--- src/rtl/sprite_rom_arbiter.sv ---
// Round-robin arbiter that shares one sprite ROM read port among NUM_REQ requesters.
// Responses come back a fixed number of cycles after the grant and are tagged with the requester id.
module sprite_rom_arbiter #(
  parameter int NUM_REQ     = 4,
  parameter int ADDR_WIDTH  = 17,
  parameter int DATA_WIDTH  = 8,
  parameter int ROM_LATENCY = 2
) (
  input  logic                          pixel_clk_in,
  input  logic                          rst_n_in,
  input  logic [NUM_REQ-1:0]            req_valid_in,
  input  logic [NUM_REQ*ADDR_WIDTH-1:0] req_addr_in,
  output logic [NUM_REQ-1:0]            req_ready_out,
  output logic [ADDR_WIDTH-1:0]         rom_addr_out,
  input  logic [DATA_WIDTH-1:0]         rom_data_in,
  output logic [NUM_REQ-1:0]            resp_valid_out,
  output logic [DATA_WIDTH-1:0]         resp_data_out
);

  localparam int ID_W  = $clog2(NUM_REQ);
  localparam int DEPTH = 1 + ROM_LATENCY;

  logic [ID_W-1:0]       ptr_q, ptr_d;
  logic [ADDR_WIDTH-1:0] rom_addr_q, rom_addr_d;
  logic [DEPTH-1:0]      tag_vld_q, tag_vld_d;
  logic [ID_W-1:0]       tag_id_q [DEPTH];
  logic [ID_W-1:0]       tag_id_d [DEPTH];
  logic [NUM_REQ-1:0]    resp_valid_q, resp_valid_d;
  logic [DATA_WIDTH-1:0] resp_data_q, resp_data_d;

  logic                  grant_vld;
  logic [ID_W-1:0]       grant_id;
  logic [ID_W-1:0]       arb_idx;

  // Scan downward so the candidate closest to the pointer is the last one written.
  always_comb begin
    grant_vld = 1'b0;
    grant_id  = '0;
    arb_idx   = '0;
    for (int k = NUM_REQ - 1; k >= 0; k--) begin
      arb_idx = ID_W'((int'(ptr_q) + k) % NUM_REQ);
      if (req_valid_in[arb_idx]) begin
        grant_vld = 1'b1;
        grant_id  = arb_idx;
      end
    end
    if (!rst_n_in) begin
      grant_vld = 1'b0;
    end
    req_ready_out = grant_vld ? (NUM_REQ'(1) << grant_id) : '0;
  end

  always_comb begin
    ptr_d        = ptr_q;
    rom_addr_d   = rom_addr_q;
    tag_vld_d    = '0;
    resp_valid_d = '0;
    resp_data_d  = '0;
    for (int i = 0; i < DEPTH; i++) begin
      tag_id_d[i] = '0;
    end

    if (grant_vld) begin
      ptr_d      = (grant_id == ID_W'(NUM_REQ - 1)) ? '0 : grant_id + ID_W'(1);
      rom_addr_d = req_addr_in[grant_id*ADDR_WIDTH +: ADDR_WIDTH];
    end

    // Tag stage 0 lines up with the address register; the last stage lines up with ROM data.
    tag_vld_d[0] = grant_vld;
    tag_id_d[0]  = grant_id;
    for (int i = 1; i < DEPTH; i++) begin
      tag_vld_d[i] = tag_vld_q[i-1];
      tag_id_d[i]  = tag_id_q[i-1];
    end

    if (tag_vld_q[DEPTH-1]) begin
      resp_valid_d = NUM_REQ'(1) << tag_id_q[DEPTH-1];
      resp_data_d  = rom_data_in;
    end
  end

  always_ff @(posedge pixel_clk_in or negedge rst_n_in) begin
    if (!rst_n_in) begin
      ptr_q        <= '0;
      rom_addr_q   <= '0;
      tag_vld_q    <= '0;
      resp_valid_q <= '0;
      resp_data_q  <= '0;
      for (int i = 0; i < DEPTH; i++) begin
        tag_id_q[i] <= '0;
      end
    end else begin
      ptr_q        <= ptr_d;
      rom_addr_q   <= rom_addr_d;
      tag_vld_q    <= tag_vld_d;
      resp_valid_q <= resp_valid_d;
      resp_data_q  <= resp_data_d;
      for (int i = 0; i < DEPTH; i++) begin
        tag_id_q[i] <= tag_id_d[i];
      end
    end
  end

  assign rom_addr_out   = rom_addr_q;
  assign resp_valid_out = resp_valid_q;
  assign resp_data_out  = resp_data_q;

endmodule
--- config.mk ---
export PLATFORM = sky130hd
export DESIGN_NAME = sprite_rom_arbiter
export DESIGN_NICKNAME = d
export VERILOG_FILES = /design/src/rtl/sprite_rom_arbiter.sv
export SDC_FILE = /design/constraint.sdc
export NUM_CORES = 1
export LEC_CHECK = 0
export BUFFER_PORTS_ARGS = -buffer_cell sky130_fd_sc_hd__buf_2
export CAP_MARGIN = 20
export CORE_MARGIN = 4
export CORE_UTILIZATION = 43
export CTS_CLUSTER_SIZE = 24
export DETAILED_ROUTE_END_ITERATION = 10
export PLACE_DENSITY_LB_ADDON = 0.2
export REMOVE_ABC_BUFFERS = 1
export SYNTH_ARGS = -nofsm -noshare
export SYNTH_HDL_FRONTEND = slang
export SYNTH_SLANG_ARGS = --single-unit
--- constraint.sdc ---
create_clock -name pixel_clk_in -period 2.1 [get_ports pixel_clk_in]
set_input_delay 0.42 -clock pixel_clk_in [delete_from_list [all_inputs] [get_ports pixel_clk_in]]
set_output_delay 0.42 -clock pixel_clk_in [all_outputs]
set_load 0.1 [all_outputs]
# == Yosys cells after proc, flatten, opt, wreduce, memory -nomap -nowiden ==
# Index checks and enable logic that the tools add are counted.
# totals
ff_bits,40
latchBits,0
ram_bits,0
romBits,0
input_bits,82
out_inout_bits,33
wordCells,42
mem_count,0
# classes
n_addsub,4
mul,1
n_div,0
n_lt_le_gt_ge,4
n_eq_ne,1
n_shift,3
n_mux,21
bitwise,0
reduce_logical,0
# ops
operator,n
68-bit by 8-bit indexed part select with 17-bit output,1
2-bit by 3-bit less-than comparator with 1-bit output (second input constant),4
2-bit 2-to-1 mux,5
1-bit 2-to-1 mux,9
1-bit binary-select mux with 2-bit select,4
4-bit 2-to-1 mux,2
8-bit 2-to-1 mux,1
1-bit by 2-bit left shift with 4-bit output (first input constant),2
2-bit by 5-bit multiplier with 7-bit output (second input constant),1
2-bit by 1-bit adder with 2-bit output (second input constant),2
2-bit adder (second input constant),2
2-bit == test (second input constant),1

# == Logic depth before layout (Yosys ltp) ==
# depth
ltp_word,9
depth_mapped,7
mapped_depth_nobuf,6

# == Worst setup path after synthesis ==
# Ideal clock, no wire load.
# synth_path
kind,input port to output port
startpoint,in req_valid_in[2]
endpoint,out req_ready_out[1]
arrival_ps,3297
required_time_ps,1680
setup_slack_ps,-1617
path_stages,6
n_path_buf,2
cell_sequence,and2b_1 > nand4b_4 > and2_4 > buf_6 > buf_8 > nor3_1
# synth_via
elab_chain_cells,8
elab_cells_between_ends,19
classes_between,1 x shift; 18 x mux
# synth_rtl
item,line_no,source
"start, declared",11,"input logic [NUM_REQ-1:0] req_valid_in,"
1-bit binary-select mux with 2-bit select,42,if (req_valid_in[arb_idx]) begin
1-bit 2-to-1 mux (implied by the code),42,
2-bit 2-to-1 mux / 1-bit 2-to-1 mux (equally long branches) (4 in series),42,
1-bit by 2-bit left shift with 4-bit output / 1-bit 2-to-1 mux (equally long branches),"50, 47",
4-bit 2-to-1 mux *,50,req_ready_out = grant_vld ? (NUM_REQ'(1) << grant_id) : '0;
"end, declared",13,"output logic [NUM_REQ-1:0] req_ready_out,"
# Every way passes the cells marked *; elsewhere a longest branch is shown, timed or not. The select of a mux whose other input is x is not followed.

# == Final worst setup path ==
# layout_path
startpoint,reg ptr_q[0]
endpoint,out req_ready_out[0]
# layout_via
elab_chain_cells,9
elab_cells_between_ends,22
classes_between,3 x add/sub; 1 x shift; 18 x mux
# layout_rtl
item,line_no,source
"start, declared",23,"logic [ID_W-1:0] ptr_q, ptr_d;"
"start signal, assigned",93,ptr_q <= ptr_d;
2-bit adder,41,arb_idx = ID_W'((int'(ptr_q) + k) % NUM_REQ);
1-bit binary-select mux with 2-bit select,42,
1-bit 2-to-1 mux (implied by the code),42,
2-bit 2-to-1 mux / 1-bit 2-to-1 mux (equally long branches) (4 in series),42,
1-bit by 2-bit left shift with 4-bit output / 1-bit 2-to-1 mux (equally long branches),"50, 47",
4-bit 2-to-1 mux *,50,
# Marked as above.

==> flow_metrics.env <==
export IMPL_r2r_cells=6
export IMPL_power_density_mw_per_mm2=1510
export IMPL_path_cells="and2b_1 -> nand4b_4 -> and2_4 -> inv_4 -> nor3_2 -> buf_4 -> buf_12"
export IMPL_critPathCaptureType="primary output"
export IMPL_syn2layout_area_growth_pct=45.7
export IMPL_fmax_ghz=0.462
export IMPL_die_x_um=75.4
export IMPL_grt_usage=0.181
export IMPL_slowest_delay_ps=390
export IMPL_combPwrFrac=0.602
export IMPL_clk_pin_slew_worst_paths_ps=80
export IMPL_htreeDepth=2
export IMPL_coreArea_sq_mm=0.00438
export IMPL_ff_latch_area_sq_mm=0.00100
export IMPL_slew_headroom=0.671
export IMPL_report_power_total_mw=4.31
export IMPL_min_path_type="input port to async pin"
export IMPL_grt_max_degree=41
export IMPL_dp_slack_ps=-57.8
export IMPL_gr_total_overflow=0
export IMPL_grt_use_met3=0.0435
export IMPL_wl_per_cell_um=14.6
export IMPL_io_pins=115
export IMPL_violations="negative setup slack"
export IMPL_grt_pass1_vias=1782
export IMPL_die_h_um=75.4
export IMPL_cts_buffers=5
export IMPL_synth_edf_count=0
export IMPL_fin_cells=355
export IMPL_required_ps=1680
export IMPL_portBuffers=114
export IMPL_seq_area_frac_synth=0.512
export IMPL_grt_util_met1=0.217
export IMPL_fillers=376
export IMPL_yosys_cell_count_top_type="dfrtp_1"
export IMPL_rows=24
export IMPL_layout_drive_gt1_share=0.505
export IMPL_dieArea_sq_mm=0.00569
export IMPL_grt_pass1_wl_mm=7.84
export IMPL_netSwitchingFraction=0.531
export IMPL_post_dp_cell_area_sq_mm=0.00268
export IMPL_skew_ps=7.51
export IMPL_clockBufferDepth=2
export IMPL_max_vdd_ir_drop_mv=0.950
export IMPL_yosysTopAreaCell="dfrtp_1"
export IMPL_setup_slack_ps=-64.4
export IMPL_synthArstFlopShare=1.00
export IMPL_setup_tns_ps=-169
export IMPL_synth_distinct_cells=31
export IMPL_startpoint_type="flop"
export IMPL_clockRootBuffer="clkbuf_8"
export IMPL_clkPwrFrac=0.141
export IMPL_synth_top_cells_by_count="dfrtp_1 (40), and3_1 (20), a211oi_1 (17), mux2i_1 (17), o22ai_1 (17)"
export IMPL_wirelength_mm=5.17
export IMPL_seqPwrFrac=0.258
export IMPL_top_usage_layer="met2"
export IMPL_multi_input_area_sq_um=886
export IMPL_insertion_delay_ps=280
export IMPL_r2r_slack_ps=330
export IMPL_holdWs_ps=226
export IMPL_maxCapViolCount=0
export IMPL_rsz0062_at_grt="yes"
export IMPL_initialDrtViolationCount=91
export IMPL_antenna_found_initial=0
export IMPL_cts_num_sinks=40
export IMPL_crit_type="flop to primary output"
export IMPL_fin_nets=384
export IMPL_fin_util=0.650
export IMPL_finalSetupViolations=3
export IMPL_fin_crit_sh=1.03
export IMPL_worstPathMaxFanout=4
export IMPL_yosys_top_cells_area="dfrtp_1 (51%), mux2i_1 (8.7%), a211oi_1 (6.5%)"
export IMPL_period_minus_slack_ps=2160
export IMPL_drt_pass1_iterations=4
export IMPL_postSynthAreaPerCell_sq_um=11.0
export IMPL_cts_tree="built"
export IMPL_ant_nets=0
export IMPL_gp_congestion=0.839
export IMPL_stdcell_area_sq_mm=0.00285
export IMPL_vias_per_cell=5.17
export IMPL_n_antenna_cell=0
export IMPL_synth_area_sq_mm=0.00195
export IMPL_synth_seq_cells=40
export IMPL_status="finished, violations left"
export IMPL_grtUsageMet2=0.317
export IMPL_remaining_drc_errors=0
export IMPL_start_util=0.446
export IMPL_worst_path_max_delay_cell="dfrtp_1"
export IMPL_postSynthCellCount=178
export IMPL_slew_violations=0
export IMPL_critPathArrivalTime_ps=1740
export IMPL_p_switching_mw=2.29
export IMPL_cellInternalPower_mw=2.02
export IMPL_tightest_slew_ps=497
export IMPL_p_leak_nw=1.50
export IMPL_ys_flop_type="dfrtp_1"
export IMPL_yosysTopAreaCellShare=0.512
export IMPL_yosysWarnings=0
export IMPL_vias=1836
export IMPL_hold_viol_final=0
export IMPL_place_hpwl_mm=3.81
export IMPL_dp_cells=344
-- area by class of cell --
cell class / count / area share
inverter: 3 / 0.00483
clock buffer: 5 / 0.0242
clock inverter: 3 / 0.0149
timing repair buffer: 131 / 0.271
multi-input combinational: 121 / 0.311
sequential: 40 / 0.351
tap: 52 / 0.0228
-- sequential cells by signal (all words and copies together) (netlist names) --
signal / flops
rom_addr_out: 17
resp_data_out: 8
resp_valid_out: 4
tag_id_d: 4
tag_vld_q: 3
ptr_q: 2
tag_id_q: 2
-- routing by layer --
layer | up-vias | routed length [um] | part of all wire
met3 | 7 | 430 | 0.083
li1 | 907 | - | -
met2 | 78 | 2620 | 0.51
met5 | - | 0 | 0
met4 | 0 | 53 | 0.010
met1 | 844 | 2070 | 0.40
-- cells in the final DEF (no fill, tap or decap), types with 2 or more instances in the layout --
master	n
o22ai_1	17
o21ai_0	5
mux2i_1	17
and3_1	19
o21ai_1	14
buf_4	16
a211oi_1	17
nand2b_1	3
and2_1	8
dfrtp_1	40
nor3_2	2
buf_2	110
nand2_1	4
buf_12	5
clkbuf_8	5
-- cell families (layout without fill, tap and decap cells) --
logic type,count (synthesis),count (layout),share of synthesized area
AO/OA/AOI/OAI,57,57,0.191
AND/OR/NAND/NOR,46,46,0.157
flip-flops,40,40,0.512
multiplexers,17,17,0.0871
buffers and inverters,17,142,0.0486
XOR/XNOR,1,1,0.00448
-- path summary, 6_finish.rpt --
path | startpoint | end
worst min-delay path | rst_n_in | rom_addr_out[15]
min in group pixel_clk_in | rom_data_in[5] | resp_data_out[5]
worst max register to register | ptr_q[0] | rom_addr_out[7]
max in group asynchronous | rst_n_in | ptr_q[1]
worst max-delay path | ptr_q[0] | req_ready_out[0]
worst min register to register | tag_vld_q[1] | tag_vld_q[2]
-- power groups by stage --
| stage | Sequential, mW | Clock [mW] | Combinational (mW) |
|---|---|---|---|
| finish | 1.11 | 0.605 | 2.59 |
| global route | 1.14 | 0.652 | 2.70 |
| CTS | 1.11 | 0.622 | 2.58 |
| detailed placement | 1.12 | 0 | 2.54 |
| global placement | 1.11 | 0 | 2.52 |
| floorplan | 2.29 | 0 | 0.734 |
-- worst max-delay path, delay by kind of cell, from the launching register on --
family / cells / cell delay (ps)
DFF: 1 / 390
and+or+nand+nor: 4 / 720
buffers and inverters: 3 / 340
-- timing repair --
item | CTS | global route
gates resized for setup | 7 | 0
gates cloned | 0 | 0
endpoints found under the setup margin | 4 | 4
setup buffers | 1 | 2
hold buffers | 0 | 0
pin swaps | 2 | 3
(Power assumes the default switching activity.)
